--- src/rtl/four_bit_comparator.sv ---
// Registered magnitude comparator with signed/unsigned mode and
// saturating per-outcome event counters.
//
// Ports:
//   clk, rst_n          rising-edge clock, synchronous active-low reset
//   in_valid            sample x, y, signed_mode on this edge
//   x, y                WIDTH-bit operands
//   signed_mode         0 = unsigned, 1 = two's-complement compare
//   cnt_clr             synchronous clear of the three counters
//   out_valid           one-cycle pulse when g/l/e were just loaded
//   g, l, e             x > y, x < y, x == y (held between compares)
//   gt_cnt/lt_cnt/eq_cnt saturating counts of each outcome
module four_bit_comparator #(
    parameter int WIDTH = 4,
    parameter int CNT_W = 8
) (
    input  logic             clk,
    input  logic             rst_n,
    input  logic             in_valid,
    input  logic [WIDTH-1:0] x,
    input  logic [WIDTH-1:0] y,
    input  logic             signed_mode,
    input  logic             cnt_clr,
    output logic             out_valid,
    output logic             g,
    output logic             l,
    output logic             e,
    output logic [CNT_W-1:0] gt_cnt,
    output logic [CNT_W-1:0] lt_cnt,
    output logic [CNT_W-1:0] eq_cnt
);

    localparam logic [WIDTH-1:0] SIGN_BIT = {1'b1, {(WIDTH-1){1'b0}}};
    localparam logic [CNT_W-1:0] CNT_MAX  = '1;
    localparam logic [CNT_W-1:0] CNT_ONE  = CNT_W'(1);

    logic [WIDTH-1:0] x_adj;
    logic [WIDTH-1:0] y_adj;
    logic             cmp_gt;
    logic             cmp_lt;
    logic             cmp_eq;

    logic [CNT_W-1:0] gt_cnt_nxt;
    logic [CNT_W-1:0] lt_cnt_nxt;
    logic [CNT_W-1:0] eq_cnt_nxt;

    // Flipping the sign bit maps two's-complement order onto unsigned
    // order, so a single unsigned comparator serves both modes.
    assign x_adj = signed_mode ? (x ^ SIGN_BIT) : x;
    assign y_adj = signed_mode ? (y ^ SIGN_BIT) : y;

    // Equality is bitwise, independent of mode.
    assign cmp_eq = (x == y);
    assign cmp_gt = (x_adj > y_adj);
    assign cmp_lt = ~cmp_eq & ~cmp_gt;

    function automatic logic [CNT_W-1:0] sat_inc(input logic [CNT_W-1:0] c);
        sat_inc = (c == CNT_MAX) ? c : c + CNT_ONE;
    endfunction

    // Counter next-state: clear beats increment; one outcome bumps.
    always_comb begin
        gt_cnt_nxt = gt_cnt;
        lt_cnt_nxt = lt_cnt;
        eq_cnt_nxt = eq_cnt;
        if (cnt_clr) begin
            gt_cnt_nxt = '0;
            lt_cnt_nxt = '0;
            eq_cnt_nxt = '0;
        end else if (in_valid) begin
            unique case (1'b1)
                cmp_gt:  gt_cnt_nxt = sat_inc(gt_cnt);
                cmp_lt:  lt_cnt_nxt = sat_inc(lt_cnt);
                default: eq_cnt_nxt = sat_inc(eq_cnt);
            endcase
        end
    end

    always_ff @(posedge clk) begin
        if (!rst_n) begin
            out_valid <= 1'b0;
            g         <= 1'b0;
            l         <= 1'b0;
            e         <= 1'b0;
        end else begin
            out_valid <= in_valid;
            // Flags hold their last result while idle.
            if (in_valid) begin
                g <= cmp_gt;
                l <= cmp_lt;
                e <= cmp_eq;
            end
        end
    end

    always_ff @(posedge clk) begin
        if (!rst_n) begin
            gt_cnt <= '0;
            lt_cnt <= '0;
            eq_cnt <= '0;
        end else begin
            gt_cnt <= gt_cnt_nxt;
            lt_cnt <= lt_cnt_nxt;
            eq_cnt <= eq_cnt_nxt;
        end
    end

endmodule

--- config.mk ---
export PLATFORM = sky130hd
export DESIGN_NAME = four_bit_comparator
export DESIGN_NICKNAME = d
export VERILOG_FILES = /design/src/rtl/four_bit_comparator.sv
export SDC_FILE = /design/constraint.sdc
export NUM_CORES = 1
export LEC_CHECK = 0
export CAP_MARGIN = 20
export CELL_PAD_IN_SITES_DETAIL_PLACEMENT = 0
export CELL_PAD_IN_SITES_GLOBAL_PLACEMENT = 1
export CORE_ASPECT_RATIO = 1.25
export CORE_UTILIZATION = 39
export CTS_BUF_LIST = sky130_fd_sc_hd__clkbuf_8
export DETAILED_ROUTE_END_ITERATION = 7
export HOLD_SLACK_MARGIN = 0.05
export PLACE_DENSITY_LB_ADDON = 0.12
export RECOVER_POWER = 100
export SYNTH_ARGS = -nofsm -noshare
export SYNTH_HDL_FRONTEND = slang
export SYNTH_SLANG_ARGS = --single-unit
--- constraint.sdc ---
create_clock -name clk -period 4.1 [get_ports clk]
set_input_delay 0.41 -clock clk [delete_from_list [all_inputs] [get_ports clk]]
set_output_delay 0.41 -clock clk [all_outputs]
set_load 0.005 [all_outputs]
==> results of run 1 <==
## logic make-up (layout without fill, tap and decap cells)
group	Yosys count	in the layout	synth area share
adder cells (fa/ha/maj)	6	6	0.05059
AO/OA/AOI/OAI	41	41	0.1788
flip-flops	28	28	0.3777
buffers and inverters	14	51	0.03878
XOR/XNOR	7	7	0.04638
AND/OR/NAND/NOR	79	79	0.3077
## flip-flops by register name, indices dropped and copies added, names as in the netlist
signal,flops
e,1
l,1
gt_cnt,8
out_valid,1
lt_cnt,8
g,1
eq_cnt,8
## layer usage
metal | global-route usage | up-vias | wire [um]
met5 | 0 | - | 0
met4 | 0.05420 | 0 | 34
met3 | 0.03108 | 4 | 151
met2 | 0.3542 | 28 | 1877
met1 | 0.2205 | 673 | 1463
li1 | - | 718 | -
## where the power goes
group	switching (mW)	internal [mW]
clock network	0.0823	0.0659
logic	0.0352	0.0276
registers	0.00239	0.275
total	0.120	0.369
## cell type report
type | count | area [um^2]
clock buffer | 3 | 41.29
fill | 339 | 1635
inverter | 8 | 30.03
multi-input combinational | 133 | 857.1
sequential | 28 | 560.5
tap | 39 | 48.80
timing repair buffer | 40 | 400.4
## critical path, stage by stage
cell	delay, ps
sky130_fd_sc_hd__dlygate4sd3_1	520
sky130_fd_sc_hd__inv_1	40
sky130_fd_sc_hd__ha_1	290
sky130_fd_sc_hd__nand3_1	120
sky130_fd_sc_hd__o21ai_0	320
sky130_fd_sc_hd__nor3_1	760
sky130_fd_sc_hd__or4b_1	500
sky130_fd_sc_hd__a21oi_1	140
## cells in the mapped netlist (3+ instances only)
cell type	count	area, um^2
sky130_fd_sc_hd__nand2_1	10	37.54
sky130_fd_sc_hd__inv_1	8	30.03
sky130_fd_sc_hd__or4_1	3	22.52
sky130_fd_sc_hd__a31oi_1	3	18.77
sky130_fd_sc_hd__clkbuf_1	4	15.01
sky130_fd_sc_hd__xnor2_1	6	52.55
sky130_fd_sc_hd__or3_1	5	31.28
sky130_fd_sc_hd__nand2b_1	3	18.77
sky130_fd_sc_hd__nor2_1	15	56.30
sky130_fd_sc_hd__o21ai_0	4	20.02
sky130_fd_sc_hd__and4_1	4	35.03
sky130_fd_sc_hd__nand4_1	4	25.02
sky130_fd_sc_hd__nor3_1	5	25.02
sky130_fd_sc_hd__a211oi_1	4	30.03
sky130_fd_sc_hd__o31ai_1	3	22.52
sky130_fd_sc_hd__nand3b_1	3	22.52
sky130_fd_sc_hd__dfxtp_1	28	560.5
sky130_fd_sc_hd__nand3_1	7	35.03
sky130_fd_sc_hd__nor2b_1	4	25.02
sky130_fd_sc_hd__ha_1	6	75.07
sky130_fd_sc_hd__a21oi_1	14	70.07
sky130_fd_sc_hd__and3_1	5	31.28
## worst min-delay path by stage
stage | from | to | slack [ps]
floorplan | e | e | 460
global placement | e | e | 470
detailed placement | e | e | 470
CTS | e | e | 480
global route | e | e | 520
finish | e | e | 470
==> metrics.log, run 1 <==
[metrics] pin count of the biggest net entering global routing: 25
[metrics] post-CTS setup buffers: 0
[metrics] path category of the worst min-delay check: reg -> reg
[metrics] maximum vdd ir drop: 0.1439 mV
[metrics] Total Routed Length: 3527 um
[metrics] DRC violation count after routing: 3
[metrics] ratio of cells with drive above 1 in the final layout: 0.02830
[metrics] P&R area growth vs syn: 30.61%
[metrics] total count of hold-check failures in the final report: 0
[metrics] net count of the mapped netlist: 194
[metrics] register-to-register setup slack: 2180 ps
[metrics] fraction of the yosys area taken by sequential cells: 0.3777
[metrics] number of cells produced by synthesis: 175
[metrics] Slew Viols, Final: 0
[metrics] nets@finish: 233
[metrics] Die H: 70.97 um
[metrics] Detailed Place HPWL: 2687 um
[metrics] maximum level of the CTS H-tree: 1
[metrics] maximum operating frequency: 341.7 MHz
[metrics] required arrival time at the worst endpoint: 4290 ps
[metrics] slew at the pin with the worst max-slew slack: 942.8 ps
[metrics] run status: finished, violations left
[metrics] Worst setup SP type: primary input
[metrics] number of hold buffers added after CTS: 0
[metrics] overall via count from detail_route: 1423
[metrics] total CTS buffers: 3
[metrics] final standard cell area without fillers: 1938 um^2
[metrics] Max clock buf depth: 2
[metrics] post-synth cell types: 42
[metrics] Max-cap violations: 0
[metrics] core area: 3573 um^2
[metrics] antenna diode count: 0
[metrics] overall overflow remaining after global route: 0
[metrics] Leakage Power: 0.7762 nW
[metrics] critical path data arrival time: 3120 ps
[metrics] CTS tree: done
[metrics] critical setup path kind: in -> reg
[metrics] Final Cycle Share: 0.7138
[metrics] Reg2Reg Depth: 5
[metrics] highest-count cells in the layout ignoring fill and taps: sky130_fd_sc_hd__dlygate4sd3_1, sky130_fd_sc_hd__dfxtp_1, sky130_fd_sc_hd__nor2_1
[metrics] top-level port count: 41
[metrics] number of detailed-routing iterations run before antenna repair: 7
[metrics] total instance count after detailed placement: 248
[metrics] count of cells along the worst hold path: 2
[metrics] non-filler cells, final: 251
[metrics] most common library cell in the layout ignoring fill and taps: sky130_fd_sc_hd__dlygate4sd3_1
[metrics] core occupancy in the finished layout: 0.5424
[metrics] worst path setup slack after routing: 1173 ps
[metrics] number of global-route vias before repair: 1445
[metrics] mean area per synthesized cell: 8.480 um^2
[metrics] insertion delay to the later sink of the worst-skew pair: 270 ps
[metrics] global-route wire length before repair: 6196 um
[metrics] via density per instance: 5.669
[metrics] weighted congestion at the end of routability-driven global placement: 0.8745
[metrics] CP Capture Type: flop
[metrics] share of synthesized flip-flops with an asynchronous set or reset: 0
[metrics] worst setup path start: y[1]
[metrics] critical path peak fanout: 9
[metrics] total power: 0.4888 mW
[metrics] clock sink count: 28
[metrics] clock root buffer: sky130_fd_sc_hd__clkbuf_8
[metrics] startpoint of the worst register-to-register path: gt_cnt[0]
[metrics] r2r endpoint: gt_cnt[4]
[metrics] Setup WS pre-CTS: ~1500 ps
[metrics] endpoint of the worst setup timing path: lt_cnt[5]
[metrics] aggregate global-route resource usage: 0.1903
[metrics] final clock skew: 3.336 ps
[metrics] RSZ-0062 raised after global routing: no
[metrics] antenna violations before repair: 0
[metrics] number of flops mapped to enable cells by yosys: 0
[metrics] Die X: between 50 and 60 um
[metrics] number of buffers inserted by port buffering: 40
[metrics] total of endpoints with negative setup slack in the final report: 0
[metrics] Total Negative Setup Slacks: 0 ps
[metrics] Detail Route Antenna Nets: 0
[metrics] failing checks: DRC
[metrics] number of register bits inferred by synthesis: 28
[metrics] final hold slack: 473.7 ps
[metrics] die area: just over 4000 um^2
[metrics] Clk pin slew, worst setup/hold paths: 90 ps
[metrics] Yosys warning count: 0
[metrics] Iter 0 DRT Violations: 55
[metrics] average routed wire per standard cell: ~14 um
[metrics] P per Cell Area: 252.2 nW/um^2
[metrics] Slew Limit Headroom: 0.3648
[metrics] primary flip-flop cell chosen by synthesis mapping: sky130_fd_sc_hd__dfxtp_1
[metrics] cts repair resizes: 0
[metrics] synthesized area: about 1500 um^2
[metrics] minimum clock period after layout: 2927 ps
[metrics] standard-cell rows: 24
[metrics] initial cell density of the core: 0.4153
[metrics] area post-placement: between 1500 and 2000 um^2
Note: power is estimated with default switching activity, not from simulation.
==> inputs of run 2 (changes only) <==
- CORE_UTILIZATION: 39 -> 32
- clock period: 4.1 -> 2.4 ns (I/O delays scaled with it)
==> run 2 against run 1 <==
Effect of this change: sequential cell count stayed put; sequential power is 71% higher; global-route usage is 3.3 points lower; clock skew is 3.2 ps higher; via count is 0.70% higher; sequential share of layout area is 1.3 points lower; the flow now finishes without violations; cell area is 4.8% higher; first-iteration DRC count is 16% higher; routed wire length is 6.1% higher; highest routed layer unchanged; clock power grew to 2.5 times the previous value; register-to-register slack worse by 1700 ps; worst setup slack worse by 900 ps.
==> metrics.log, run 2 (synthesis gave the netlist of run 1 again) <==
[metrics] insertion delay to the later sink of the worst-skew pair: 270 ps (about the same)
[metrics] P&R area growth vs syn: 36.85% (was 30.61%)
[metrics] DRC violation count after routing: 0 (was 3)
[metrics] antenna diode count: 0 (unchanged)
[metrics] critical hold path startpoint: e (unchanged)
[metrics] count of cells along the worst hold path: 2 (unchanged)
[metrics] path category of the worst min-delay check: reg -> reg (unchanged)
[metrics] Slew Limit Headroom: 0.6121 (was 0.3648)
[metrics] number of detailed-routing iterations run before antenna repair: 4 (was 7)
[metrics] average routed wire per standard cell: 13.55 um (was 14.05 um)
[metrics] top-level port count: 41 (unchanged)
[metrics] core area: 4425 um^2 (was 3573 um^2)
[metrics] critical path peak fanout: 7 (was 9)
[metrics] pin count of the biggest net entering global routing: 17 (was 25)
[metrics] weighted congestion at the end of routability-driven global placement: 0.7942 (was 0.8745)
[metrics] startpoint of the worst register-to-register path: gt_cnt[5] (was gt_cnt[0])
[metrics] aggregate global-route resource usage: 0.1578 (was 0.1903)
[metrics] maximum level of the CTS H-tree: 1 (unchanged)
[metrics] total count of hold-check failures in the final report: 0 (unchanged)
[metrics] Detailed Place HPWL: 2810 um (was 2687 um)
[metrics] Final Cycle Share: 0.8876
[metrics] maximum operating frequency: between 400 and 500 MHz
[metrics] Worst setup SP type: primary input (unchanged)
[metrics] Clk pin slew, worst setup/hold paths: 100 ps (was 90 ps)
[metrics] register-to-register setup slack: 480 ps (was 2180 ps)
[metrics] final clock skew: 6.568 ps (was 3.336 ps)
[metrics] nets@finish: 238 (was 233)
[metrics] area occupied by multi-input gates: 865.8 um^2 (was 857.1 um^2)
[metrics] required arrival time at the worst endpoint: 2590 ps (was 4290 ps)
[metrics] Max-cap violations: 0 (unchanged)
[metrics] storage element area: 560.5 um^2 (unchanged)
[metrics] number of buffers inserted by port buffering: 40 (unchanged)
[metrics] maximum vdd ir drop: 0.2152 mV (was 0.1439 mV)
[metrics] slowest stage cell, crit path: sky130_fd_sc_hd__dlygate4sd3_1 (was sky130_fd_sc_hd__nor3_1)
[metrics] ratio of cells with drive above 1 in the final layout: 0.05505 (was 0.02830)
[metrics] r2r endpoint: gt_cnt[4] (unchanged)
[metrics] worst path bufs/invs: 4 (was 2)
[metrics] Detail Route Antenna Nets: 0 (unchanged)
[metrics] initial cell density of the core: 0.3353 (was 0.4153)
[metrics] minimum clock period after layout: 2130 ps
[metrics] slew at the pin with the worst max-slew slack: 575.8 ps (was 942.8 ps)
[metrics] Top Registers: eq_cnt (8), gt_cnt (8), lt_cnt (8) (unchanged)
[metrics] RSZ-0062 raised after global routing: no (unchanged)
[metrics] critical path, cell by cell: dlygate4sd3_1 > inv_1 > ha_1 > nand3_1 > o21ai_2 > buf_4 > nor3_2 > clkbuf_1 > a31oi_1 > a211oi_1 (was dlygate4sd3_1 > inv_1 > ha_1 > nand3_1 > o21ai_0 > nor3_1 > or4b_1 > a21oi_1)
[metrics] overall via count from detail_route: 1433 (was 1423)
[metrics] die area: 4915 um^2 (was 4057 um^2)
[metrics] overall overflow remaining after global route: 0 (unchanged)
[metrics] via density per instance: 5.192 (was 5.669)
[metrics] final standard cell area without fillers: 2031 um^2 (was 1938 um^2)
[metrics] number of hold buffers added after CTS: 0 (unchanged)
[metrics] highest-count cells in the layout ignoring fill and taps: sky130_fd_sc_hd__dlygate4sd3_1, sky130_fd_sc_hd__dfxtp_1, sky130_fd_sc_hd__nor2_1 (unchanged)
[metrics] clock sink count: 28 (unchanged)
[metrics] Die X: 62.91 um (was 57.17 um)
[metrics] Slew Viols, Final: 0 (unchanged)
[metrics] Total Routed Length: 3741 um (was 3527 um)
[metrics] most common library cell in the layout ignoring fill and taps: sky130_fd_sc_hd__dlygate4sd3_1 (unchanged)
[metrics] antenna violations before repair: 0 (unchanged)
[metrics] core occupancy in the finished layout: 0.4589 (was 0.5424)
[metrics] cts repair resizes: 0 (unchanged)
[metrics] P per Cell Area: 474.7 nW/um^2 (was 252.2 nW/um^2)
[metrics] Total Negative Setup Slacks: 0 ps (unchanged)
[metrics] CP Capture Type: flop (unchanged)
[metrics] Iter 0 DRT Violations: 64 (was 55)
[metrics] Crit path largest cell delay: 520 ps (was 760 ps)
[metrics] CTS tree: done (unchanged)
[metrics] Reg2Reg Depth: 5 (unchanged)
[metrics] standard-cell rows: 27 (was 24)
[metrics] destination of the worst hold path: e (unchanged)
[metrics] Filler Cells Inserted: 443 (was 339)
[metrics] kind of cell adding the most delay to the critical path: buffers and inverters (was simple AND/OR/NAND/NOR gates)
[metrics] area post-placement: 1967 um^2 (was 1906 um^2)
[metrics] global-route wire length before repair: 6251 um (was 6196 um)
[metrics] total CTS buffers: 3 (unchanged)
[metrics] clock root buffer: sky130_fd_sc_hd__clkbuf_8 (unchanged)
[metrics] critical path data arrival time: 2320 ps (was 3120 ps)
[metrics] number of global-route vias before repair: 1375 (was 1445)
[metrics] Leakage Power: 0.8105 nW (was 0.7762 nW)
[metrics] Die H: 78.14 um (was 70.97 um)
[metrics] run status: complete, no violations (was finished, violations left)
[metrics] post-CTS setup buffers: 0 (unchanged)
[metrics] critical setup path kind: in -> reg (unchanged)
[metrics] total power: 0.9639 mW (was 0.4888 mW)
[metrics] total of endpoints with negative setup slack in the final report: 0 (unchanged)
[metrics] Max clock buf depth: 2 (unchanged)
==> run 2: cell count changes in the layout (fill, tap and decap cells not counted), sizes merged <==
cell    change
buf         +3
bufinv      +1
clkbuf      +2
==> run 2: worst max path at each step <==
stage,from,to,slack [ps],cells past startpoint
after floorplan,gt_cnt[0],gt_cnt[4],550,6
after global placement,y[2],gt_cnt[4],70,8
after detailed placement,y[1],lt_cnt[3],50,9
after CTS,y[1],lt_cnt[3],340,9
after global routing,y[2],lt_cnt[6],120,10
final,y[2],lt_cnt[6],270,10
==> run 2: through the flow <==
step	std cells	hold WS, ps	setup WS (ps)
floorplan	175	361.7	545.4
global placement	272	457.7	69.72
detailed placement	272	459.0	53.65
CTS	276	472.7	335.4
global route	276	517.9	118.0
finish	276	462.5	269.7
==> run 2: power by group <==
group          internal, mW  leakage, nW  switching (mW)  total, mW
combinational        0.0527        0.548          0.0658      0.119
sequential            0.471        0.226         0.00391      0.474
clock                 0.223       0.0357           0.148      0.371
total                 0.747        0.810           0.217      0.964
==> run 2: routing by layer <==
layer,part of all wire,GRT usage,up-vias,wire [um]
li1,-,-,728,-
met2,0.50,0.2828,33,1856
met4,0.015,0.05581,0,56
met3,0.041,0.03052,8,152
met5,0,0,-,0
met1,0.45,0.1836,664,1675
==> run 2: layout make-up <==
| cell class | instances | share of cell area |
|---|---|---|
| Clock buffer | 3 | 0.02033 |
| Clock inverter | 1 | 0.01479 |
| Inverter | 8 | 0.01479 |
| Multi-Input combinational cell | 133 | 0.4264 |
| Sequential cell | 28 | 0.2760 |
| Tap cell | 58 | 0.03574 |
| Timing Repair Buffer | 45 | 0.2120 |
==> run 2: tightest hold or removal path: stages (launching register included) <==
cell                       delay (ps)
sky130_fd_sc_hd__dfxtp_1          310
sky130_fd_sc_hd__nand2_1           40
sky130_fd_sc_hd__a21boi_0          60
==> inputs of run 3 (changes only) <==
- CORE_MARGIN: unset -> 5
==> run 3 against run 2 <==
Effect of this change: sequential cell count did not move; worst setup slack improved by 16 ps; utilization is 0.29 points lower; combinational power grew 4%; via count is 2.2% higher; cell area grew 0.12%; largest cell class unchanged.
==> metrics.log, run 3 (synthesis gave the netlist of run 1 again) <==
[metrics] destination of the worst hold path: e (unchanged)
[metrics] Detailed Place HPWL: 3183 um (was 2810 um)
[metrics] critical path data arrival time: 2320 ps (about the same)
[metrics] relative contribution of the clock network to total power: 0.388 (was 0.385)
[metrics] clock root buffer: sky130_fd_sc_hd__clkbuf_8 (unchanged)
[metrics] ratio of cells with drive above 1 in the final layout: 0.05963 (was 0.05505)
[metrics] Max clock buf depth: 2 (unchanged)
[metrics] antenna diode count: 0 (unchanged)
[metrics] maximum operating frequency: 473.1 MHz (was 469.4 MHz)
[metrics] Slew Viols, Final: 0 (unchanged)
[metrics] global-route wire length before repair: 7058 um (was 6251 um)
[metrics] clock sink count: 28 (unchanged)
[metrics] switching part of the total power: 0.2319 (was 0.2254)
[metrics] critical setup path kind: in -> reg (unchanged)
[metrics] Top Registers: eq_cnt (8), gt_cnt (8), lt_cnt (8) (unchanged)
[metrics] overall overflow remaining after global route: 0 (unchanged)
[metrics] count of cells along the worst hold path: 2 (unchanged)
[metrics] final clock skew: 1.752 ps (was 6.568 ps)
[metrics] area post-placement: 1967 um^2 (unchanged)
[metrics] core area: 4459 um^2 (was 4425 um^2)
[metrics] total of endpoints with negative setup slack in the final report: 0 (unchanged)
[metrics] number of detailed-routing iterations run before antenna repair: 4 (unchanged)
[metrics] post-CTS setup buffers: 0 (unchanged)
[metrics] die area: 6108 um^2 (was 4915 um^2)
[metrics] worst path bufs/invs: 3 (was 4)
[metrics] overall via count from detail_route: 1465 (was 1433)
[metrics] pin count of the biggest net entering global routing: 17 (unchanged)
[metrics] kind of cell adding the most delay to the critical path: simple AND/OR/NAND/NOR gates (was buffers and inverters)
[metrics] Die H: 86.14 um (was 78.14 um)
[metrics] maximum level of the CTS H-tree: 1 (unchanged)
[metrics] number of global-route vias before repair: 1508 (was 1375)
[metrics] Max-cap violations: 0 (unchanged)
[metrics] Die X: 70.91 um (was 62.91 um)
[metrics] P per Cell Area: 481.0 nW/um^2 (was 474.7 nW/um^2)
[metrics] Final Cycle Share: 0.8808 (was 0.8876)
[metrics] Slew Limit Headroom: 0.7159 (was 0.6121)
[metrics] startpoint of the worst register-to-register path: gt_cnt[0] (was gt_cnt[5])
[metrics] critical hold path startpoint: e (unchanged)
[metrics] path category of the worst min-delay check: reg -> reg (unchanged)
[metrics] initial cell density of the core: 0.3328 (was 0.3353)
[metrics] critical path peak fanout: 7 (unchanged)
[metrics] r2r endpoint: gt_cnt[4] (unchanged)
[metrics] slowest stage cell, crit path: sky130_fd_sc_hd__dlygate4sd3_1 (unchanged)
[metrics] DRC violation count after routing: 0 (unchanged)
[metrics] non-filler cells, final: 276 (unchanged)
[metrics] most common library cell in the layout ignoring fill and taps: sky130_fd_sc_hd__dlygate4sd3_1 (unchanged)
[metrics] total instance count after detailed placement: 272 (unchanged)
[metrics] register-to-register setup slack: 490 ps (was 480 ps)
[metrics] CTS tree: done (unchanged)
[metrics] Crit path largest cell delay: 530 ps (was 520 ps)
[metrics] total internal power: 0.7511 mW (was 0.7466 mW)
[metrics] number of hold buffers added after CTS: 0 (unchanged)
[metrics] total count of hold-check failures in the final report: 0 (unchanged)
[metrics] switching power: 0.2268 mW (was 0.2173 mW)
[metrics] P&R area growth vs syn: 37.02% (was 36.85%)
[metrics] run status: complete, no violations (unchanged)
[metrics] top-level port count: 41 (unchanged)
[metrics] minimum clock period after layout: 2114 ps (was 2130 ps)
[metrics] Leakage Power: 0.8173 nW (was 0.8105 nW)
[metrics] antenna violations before repair: 0 (unchanged)
[metrics] RSZ-0062 raised after global routing: no (unchanged)
[metrics] Detail Route Antenna Nets: 0 (unchanged)
[metrics] Clk pin slew, worst setup/hold paths: 100 ps (about the same)
[metrics] insertion delay to the later sink of the worst-skew pair: 280 ps (was 270 ps)
[metrics] CP Capture Type: flop (unchanged)
[metrics] via density per instance: 5.308 (was 5.192)
[metrics] average routed wire per standard cell: 14.77 um (was 13.55 um)
[metrics] number of buffers inserted by port buffering: 40 (unchanged)
[metrics] Iter 0 DRT Violations: 77 (was 64)
[metrics] Worst setup SP type: primary input (unchanged)
[metrics] final hold slack: 478.0 ps (was 462.5 ps)
[metrics] weighted congestion at the end of routability-driven global placement: 0.7833 (was 0.7942)
[metrics] final standard cell area without fillers: 2033 um^2 (was 2031 um^2)
[metrics] Total Negative Setup Slacks: 0 ps (unchanged)
[metrics] slew at the pin with the worst max-slew slack: 422.9 ps (was 575.8 ps)
[metrics] critical path, cell by cell: dlygate4sd3_1 > inv_1 > ha_1 > nand3_1 > o21ai_2 > buf_4 > nor3_1 > or4b_1 > a21oi_1 (was dlygate4sd3_1 > inv_1 > ha_1 > nand3_1 > o21ai_2 > buf_4 > nor3_2 > clkbuf_1 > a31oi_1 > a211oi_1)
[metrics] proportion of power drawn by combinational gates: 0.127 (was 0.123)
[metrics] highest-count cells in the layout ignoring fill and taps: sky130_fd_sc_hd__dlygate4sd3_1, sky130_fd_sc_hd__dfxtp_1, sky130_fd_sc_hd__nor2_1 (unchanged)
[metrics] Flop pwr share: 0.486 (was 0.492)
[metrics] total CTS buffers: 3 (unchanged)
[metrics] aggregate global-route resource usage: 0.1418 (was 0.1578)
[metrics] cts repair resizes: 0 (unchanged)
[metrics] Reg2Reg Depth: 5 (unchanged)
[metrics] maximum vdd ir drop: 0.2591 mV (was 0.2152 mV)
[metrics] Total Routed Length: 4076 um (was 3741 um)
[metrics] nets@finish: 238 (unchanged)
[metrics] required arrival time at the worst endpoint: 2610 ps (was 2590 ps)
[metrics] standard-cell rows: 27 (unchanged)
## run 3: routing by layer
layer / part of all wire / vias up / GRT usage
li1: - / 729 / -
met1: 0.42 / 695 / 0.1619
met2: 0.51 / 34 / 0.2557
met3: 0.049 / 7 / 0.03283
met4: 0.017 / 0 / 0.04957
met5: 0 / - / 0
## run 3: cell type report
type	count	area, um^2
Clock buffer	3	41.29
Clock inverter	1	30.03
Fill cell	456	2426
Inverter	8	30.03
Multi-Input combinational cell	133	860.8
Sequential cell	28	560.5
Tap cell	58	72.57
Timing Repair Buffer	45	437.9
## run 3: stage by stage
step / utilization / setup slack [ps] / total power [mW]
global placement: 0.4411 / 48.93 / 0.6124
detailed placement: 0.4411 / 58.71 / 0.6149
CTS: 0.4571 / 353.9 / 0.9950
floorplan: - / 545.4 / 0.5489
global route: 0.4559 / 100.7 / 1.024
finish: 0.4559 / 286.2 / 0.9779
## run 3: worst max-delay path by stage
stage                    from        end  slack [ps]  cells after the start
floorplan           gt_cnt[0]  gt_cnt[4]         550                      6
global placement         y[1]  gt_cnt[4]          50                      8
detailed placement       y[1]  gt_cnt[0]          60                      9
CTS                      y[1]  gt_cnt[0]         350                      9
global route             y[1]  lt_cnt[7]         100                      8
finish                   y[1]  lt_cnt[5]         290                      9
## run 3: power groups by stage
stage	Combinational [mW]	Clock (mW)	Sequential, mW
after global routing	0.140	0.407	0.476
after floorplan	0.0631	0	0.486
after detailed placement	0.129	0	0.486
after CTS	0.130	0.390	0.475
after global placement	0.126	0	0.486
final	0.124	0.379	0.475
## run 3: worst register-to-register path, delay by kind of cell, from the launching register on
| family | cells | cell delay, ps |
|---|---|---|
| AO/OA/AOI/OAI | 1 | 140 |
| adder cells (fa/ha/maj) | 1 | 240 |
| flip-flops | 1 | 360 |
| AND/OR/NAND/NOR | 3 | 1120 |
